==> config.mk <==
export PLATFORM = sky130hd
export DESIGN_NAME = ram_arbiter
export DESIGN_NICKNAME = d
export VERILOG_FILES = /design/src/rtl/ram_arbiter.sv
export SDC_FILE = /design/constraint.sdc
export NUM_CORES = 1
export LEC_CHECK = 0
export CAP_MARGIN = 5
export CORE_UTILIZATION = 30
export CTS_BUF_LIST = sky130_fd_sc_hd__clkbuf_8
export DETAILED_ROUTE_END_ITERATION = 10
export GPL_TIMING_DRIVEN = 0
export PLACE_DENSITY = 0.64
export SYNTH_ARGS = -nofsm -noshare
export SYNTH_HDL_FRONTEND = slang
export SYNTH_SLANG_ARGS = --single-unit
export TNS_END_PERCENT = 5
==> constraint.sdc <==
create_clock -name Clock -period 10.93 [get_ports Clock]
set_input_delay 3.279 -clock Clock [delete_from_list [all_inputs] [get_ports Clock]]
set_output_delay 3.279 -clock Clock [all_outputs]
set_load 0.05 [all_outputs]
==> src/rtl/ram_arbiter.sv <==
// Two-requester round-robin arbiter and sequencer in front of the byte-addressed data RAM.
// Registers the winning command, issues one RAM access, then returns a registered response.
module ram_arbiter #(
   parameter int unsigned DEPTH_BYTES = 1024
) (
   input  logic        Clock,
   input  logic        nReset,
   input  logic [1:0]  req,
   input  logic [1:0]  we,
   input  logic [5:0]  ctrl,
   input  logic [63:0] addr,
   input  logic [63:0] wdata,
   output logic [1:0]  gnt,
   output logic [1:0]  rvalid,
   output logic [31:0] rdata,
   output logic        err,
   output logic        ram_writeRam,
   output logic [2:0]  ram_ctrl,
   output logic [31:0] ram_address,
   output logic [31:0] ram_wData,
   input  logic [31:0] ram_rData
);

   localparam logic [2:0] CTRL_NONE = 3'b111;

   typedef enum logic [1:0] {IDLE, ISSUE, RESP} state_t;

   state_t      state_q, state_d;
   logic        last_q, last_d;
   logic        cmd_we_q, cmd_we_d;
   logic [2:0]  cmd_ctrl_q, cmd_ctrl_d;
   logic [31:0] cmd_addr_q, cmd_addr_d;
   logic [31:0] cmd_wdata_q, cmd_wdata_d;
   logic [31:0] rdata_q, rdata_d;
   logic        err_q, err_d;

   logic        win_c;
   logic [32:0] size_c;
   logic        cmd_err_c;

   // Round-robin pick: on contention the requester that did not win last time goes next.
   always_comb begin
      win_c = req[1];
      if (req == 2'b11) win_c = ~last_q;
      gnt = 2'b00;
      if ((state_q != ISSUE) && (|req)) gnt = win_c ? 2'b10 : 2'b01;
   end

   // Legality of the captured command; 33-bit sum catches wrap-around past 2^32.
   always_comb begin
      case (cmd_ctrl_q[1:0])
         2'b00:   size_c = 33'd1;
         2'b01:   size_c = 33'd2;
         default: size_c = 33'd4;
      endcase
      cmd_err_c = (cmd_ctrl_q == 3'b011) || (cmd_ctrl_q == 3'b110) || (cmd_ctrl_q == 3'b111)
               || (cmd_we_q && cmd_ctrl_q[2])
               || (({1'b0, cmd_addr_q} + size_c) > 33'(DEPTH_BYTES));
   end

   always_comb begin
      state_d      = state_q;
      last_d       = last_q;
      cmd_we_d     = cmd_we_q;
      cmd_ctrl_d   = cmd_ctrl_q;
      cmd_addr_d   = cmd_addr_q;
      cmd_wdata_d  = cmd_wdata_q;
      rdata_d      = rdata_q;
      err_d        = err_q;
      rvalid       = 2'b00;
      ram_writeRam = 1'b0;
      ram_ctrl     = CTRL_NONE;
      ram_address  = 32'd0;
      ram_wData    = 32'd0;

      case (state_q)
         ISSUE: begin
            ram_writeRam = cmd_we_q && !cmd_err_c;
            ram_ctrl     = cmd_err_c ? CTRL_NONE : cmd_ctrl_q;
            ram_address  = cmd_addr_q;
            ram_wData    = cmd_wdata_q;
            err_d        = cmd_err_c;
            rdata_d      = (!cmd_err_c && !cmd_we_q) ? ram_rData : 32'd0;
            state_d      = RESP;
         end
         RESP: begin
            rvalid  = last_q ? 2'b10 : 2'b01;
            state_d = IDLE;
         end
         default: state_d = IDLE;
      endcase

      // A grant in IDLE or RESP captures the winner's payload and starts the next access.
      if (|gnt) begin
         cmd_we_d    = win_c ? we[1] : we[0];
         cmd_ctrl_d  = win_c ? ctrl[5:3] : ctrl[2:0];
         cmd_addr_d  = win_c ? addr[63:32] : addr[31:0];
         cmd_wdata_d = win_c ? wdata[63:32] : wdata[31:0];
         last_d      = win_c;
         state_d     = ISSUE;
      end
   end

   always_ff @(posedge Clock or negedge nReset) begin
      if (!nReset) begin
         state_q     <= IDLE;
         last_q      <= 1'b1;
         cmd_we_q    <= 1'b0;
         cmd_ctrl_q  <= CTRL_NONE;
         cmd_addr_q  <= 32'd0;
         cmd_wdata_q <= 32'd0;
         rdata_q     <= 32'd0;
         err_q       <= 1'b0;
      end else begin
         state_q     <= state_d;
         last_q      <= last_d;
         cmd_we_q    <= cmd_we_d;
         cmd_ctrl_q  <= cmd_ctrl_d;
         cmd_addr_q  <= cmd_addr_d;
         cmd_wdata_q <= cmd_wdata_d;
         rdata_q     <= rdata_d;
         err_q       <= err_d;
      end
   end

   assign rdata = rdata_q;
   assign err   = err_q;

endmodule
# Word-level counts from Yosys, hierarchy flattened
# Cells that the tools add are included.
[totals]
output_inout_bits = 105
regBits = 104
[classes]
n_addsub = 1
eq_ne = 8
bitwise_logic = 1
n_mux = 18
n_lt_le_gt_ge = 1
reduce_logical = 13
[op_table]
columns = ["cell", "n"]
rows = [
  ["2-to-1 mux 32 bit", 5],
  ["adder 32 x 33 -> 33 bit", 1],
  ["greater-than comparator 33 x 11 -> 1 bit (second input constant)", 1],
  ["2-to-1 mux 2 bit", 6],
  ["2-to-1 mux 3 bit", 3],
  ["== test 3 bit (second input constant)", 2],
  ["one-hot mux 3 bit (2 select lines)", 1],
  ["== test 2 x 1 -> 1 bit (second input constant)", 2],
  ["== test 2 bit (second input constant)", 2],
  ["logical AND 1 bit", 4],
  ["logical OR 1 bit", 4],
  ["OR reduction 2 bit", 2],
  ["== test 3 x 2 -> 1 bit (second input constant)", 1],
  ["2-to-1 mux 1 bit", 3],
  ["zero test 1 bit", 2],
  ["zero test 2 bit", 1],
  ["!= test 2 x 1 -> 1 bit (second input constant)", 1],
  ["inverter 1 bit", 1],
]

# Depth between registers and ports, before layout
# Gate-level depths: netlist of run 1.
[depth]
depth_word = 8
ltp_mapped = 12
depth_no_buf = 11

# Worst setup path before layout of run 1
# No wires, ideal clock.
[synth_timing]
path_kind = "input port to output port"
from = "in req[0]"
to = "out gnt[1]"
path_slack_ns = 3.217
t_arrival_ns = 4.434
path_stages = 2
t_required_ns = 7.651
path_cell_list = "a211oi_1 clkbuf_1"
[synth_between]
elab_chain_len = 4
word_cells_on_any_way = 6
cone_classes = "1 x eq/ne; 3 x mux; 2 x reduce/logical"
[synth_lines]
columns = ["item", "line_no", "rtl"]
rows = [
  ["start: declaration", "8", "input logic [1:0] req,"],
  ["== test 2 bit", "44", "if (req == 2'b11) win_c = ~last_q;"],
  ["2-to-1 mux 1 bit", "44", ""],
  ["2-to-1 mux 2 bit", "46", "if ((state_q != ISSUE) && (|req)) gnt = win_c ? 2'b10 : 2'b01;"],
  ["2-to-1 mux 2 bit (*)", "46", ""],
  ["end: declaration", "13", "output logic [1:0] gnt,"],
]
# Mark *: on every way between the ends. The rest lies on a longest branch, timed or not.

# Worst setup path in the final report of run 1
[layout_timing]
from = "in req[1]"
to = "out gnt[1]"
# Same word-level chain as after synthesis.

==> results of run 1 <==
[final cells by class]
class	count	area [um^2]	area share (%)
Clock buffer	10	137.6	1.546
Buffer	40	175.2	1.968
Timing Repair Buffer	277	2788	31.32
Clock inverter	6	112.6	1.265
Tap cell	229	286.5	3.219
Inverter	108	405.4	4.554
Sequential cell	104	2608	29.29
Multi-Input combinational cell	332	2389	26.83
[logic make-up after synthesis]
kind of cell	Yosys count	synth area share [%]
DFF	104	46.80
adders and majority gates	4	1.033
and+or+nand+nor	177	18.03
AOI/OAI and AO/OA	141	22.14
buffers and inverters	148	10.42
xor gates and xnor gates	10	1.572
[final timing paths]
path | from | endpoint | slack [ns] | cells past startpoint
worst min register to register | rdata[5] | rdata[5] | 0.49 | 2
min in group asynchronous | nReset | rdata[22] | 2.91 | 1
worst min-delay path | rdata[5] | rdata[5] | 0.49 | 2
worst max-delay path | req[1] | gnt[1] | 1.84 | 5
max in group asynchronous | nReset | cmd_ctrl_q[0] | 7.23 | 2
worst max register to register | cmd_ctrl_q[1] | rdata[11] | 7.21 | 12
[state kept, by name, summed over array words and instances, names as in the netlist]
| name | cells |
|---|---|
| cmd_ctrl_q | 3 |
| err | 1 |
| cmd_wdata_q | 32 |
| cmd_addr_q | 32 |
| rdata | 32 |
| state_q | 2 |
| cmd_we_q | 1 |
| last_q | 1 |
[cell usage in the layout, fill, tap and decap left out, types with 6 or more instances in the layout]
| master | count |
|---|---|
| dfrtp_1 | 100 |
| inv_1 | 107 |
| and2_1 | 60 |
| nor3_1 | 7 |
| nor2_1 | 19 |
| a21oi_1 | 13 |
| a222oi_1 | 68 |
| nand3_1 | 10 |
| o21ai_2 | 30 |
| o21ai_0 | 6 |
| and3_1 | 7 |
| clkbuf_1 | 34 |
| nand2_1 | 46 |
| clkdlybuf4s50_1 | 275 |
| clkbuf_8 | 10 |
| nand4_1 | 10 |
| xor2_1 | 6 |
[critical path, stage by stage]
cell	delay, ns
clkdlybuf4s50_1	0.48
inv_1	0.06
a211oi_2	0.64
clkbuf_1	0.46
clkdlybuf4s50_1	0.90
[metal layers]
| metal | share of wire (%) | global-route usage [%] | vias up |
|---|---|---|---|
| li1 | - | - | 2650 |
| met1 | 43 | 26.37 | 2649 |
| met2 | 48 | 34.61 | 218 |
| met3 | 6.3 | 4.399 | 27 |
| met4 | 2.4 | 8.279 | 0 |
| met5 | 0 | 0 | - |
[metrics by stage]
step | instances | util (%) | worst slack [ns]
global route | 1106 | 49.21 | 1.777
detailed placement | 1090 | 47.83 | 1.824
CTS | 1106 | 49.21 | 1.809
floorplan | 584 | - | 3.217
finish | 1106 | 49.21 | 1.836
global placement | 1089 | 47.67 | 1.271
[power by group]
group / leakage [nW] / internal [mW] / switching (mW)
clock: 0.127 / 0.160 / 0.146
combinational: 2.61 / 0.478 / 0.832
sequential: 1.32 / 0.518 / 0.134
==> metrics.md, run 1 <==
| Metric | Value |
|---|---|
| Post-synth cell types | `55` |
| Die W | `between 100 and 150 um` |
| Global route overflow | `0` |
| Number of gates resized after cts | `0` |
| Most common cell in the netlist | `inv_1` |
| Area leader, netlist | `dfrtp_1` |
| Slew Viols, Final | `0` |
| Post-route ant nets | `0` |
| Drt first pass iters | `10` |
| Die area | `~19000 um^2` |
| Tcrit/Tclk final | `a little over four fifths` |
| Routed wire length | `around 20000 um` |
| Worst hold path type | `reg2reg` |
| Yosys synthesis warning count | `0` |
| Synth Register Bits | `~100` |
| Outcome | `finished with violations` |
| Antenna violations before repair | `0` |
| Critical path fanouts, max | `10` |
| Final Setup Violations | `0` |
| CORE AREA | `18090 um^2` |
| Register area share after synthesis | `about 47%` |
| Setup Fix Bufs, Post-CTS | `0` |
| Nature of the critical path endpoint | `output pin` |
| Failing checks | `design-rule violations` |
| Design Area, Final | `8901 um^2` |
| Vias per inst | `5.013` |
| Synth cell count leaders | `inv_1 (107), dfrtp_1 (100), a222oi_1 (68)` |
| Worst Setup Start Kind | `primary input` |
| Pleak | `between 4 and 5 nW` |
| PwrDens | `~250 nW/um^2` |
| WHS | `0.4858 ns` |
| Synthesized net count | `760` |
| Rows | `just under 50` |
| Avg WL per Cell | `about 18 um` |
| CTS buffer count | `9` |
| Setup CP Type | `in2out` |
| Final hold violation count | `0` |
| First-pass GRT wire length | `roughly 30000 um` |
| H-tree Lvls | `3` |
| DP HPWL | `~15000 um` |
| Setup_tns | `0 ns` |
| Via count | `5544` |
| Number of synthesized flops with an enable pin | `0` |
| Async SR Flop Fraction | `100.0%` |
| Post-Synthesis Cell Area | `5572 um^2` |
| Clock Tree Buf Depth | `2` |
| Clock-pin slew on the worst setup and hold paths | `0.10 ns` |
| Share of cells above drive strength 1 | `7.640%` |
| Clock sinks | `between 100 and 150` |
| Synth area leaders | `dfrtp_1 (45%), a222oi_1 (12%), inv_1 (7.2%)` |
| Die H | `around 140 um` |
| I/O pin cnt | `~280` |
| Critical Path RT | `about 7.7 ns` |
| Placer congestion estimate | `roughly 0.86` |
| Placed inst area | `around 8700 um^2` |
| Vias in the first global route | `roughly 5.5k` |
| Main synth FF type | `dfrtp_1` |
| Skew final | `0.01358 ns` |
| Worst-margin pin slew | `about 0.96 ns` |
| Mapped Cells | `584` |
| CP arrival | `roughly 5.8 ns` |
| Slew HR | `a little over a third` |
| DRC viols | `26` |
| Unrepaired setup endpoints after global routing | `false` |
| Number of fill cells in the layout | `roughly 1.7k` |
| Max Cap Viol | `0` |
| Max IR drop VDD | `0.1495 mV` |
| CTS tree | `yes` |
| Tot Pwr | `roughly 2.3 mW` |
| Post-CTS Hold Fix Bufs | `0` |
| Initial Util | `slightly above 30%` |
| Largest net degree at the start of global routing | `a little under 60` |
| DR iter-0 viols | `630` |
| Yosys top cell area share | `between 40% and 50%` |
| Tot GR Track Use | `between 20 and 25%` |
| Highest clock rate | `about 110 MHz` |
| Antenna fix cells | `0` |
| Clk_lat worst skew | `just under 0.4 ns` |
| Layout area overhead | `59.76%` |
| Port Buf Inserts | `approximately 280` |
| Root Driver | `clkbuf_8` |
| Final Net Count | `1048` |
| Syn Area/Cell | `~9.5 um^2` |
| Post-route minimum period | `9.094 ns` |
Note: power is estimated with default switching activity, not from simulation.
==> run 2, diff against run 1 <==
==> constraint.sdc (replaced) <==
create_clock -name Clock -period 8.4 [get_ports Clock]
set_input_delay 2.52 -clock Clock [delete_from_list [all_inputs] [get_ports Clock]]
set_output_delay 2.52 -clock Clock [all_outputs]
set_load 0.05 [all_outputs]
==> results of run 2 <==
Same layout as run 1 (identical final DEF). Status: finished with violations: design-rule violations.
Main changes from that run: setup slack after placement 1.824 ns -> 0.8120 ns; setup slack after layout 1.836 ns -> 0.8239 ns; register-to-register setup slack 7.21 ns -> 4.68 ns; total power 2.268 mW -> 2.951 mW; worst IR drop on VDD 0.1495 mV -> 0.1945 mV
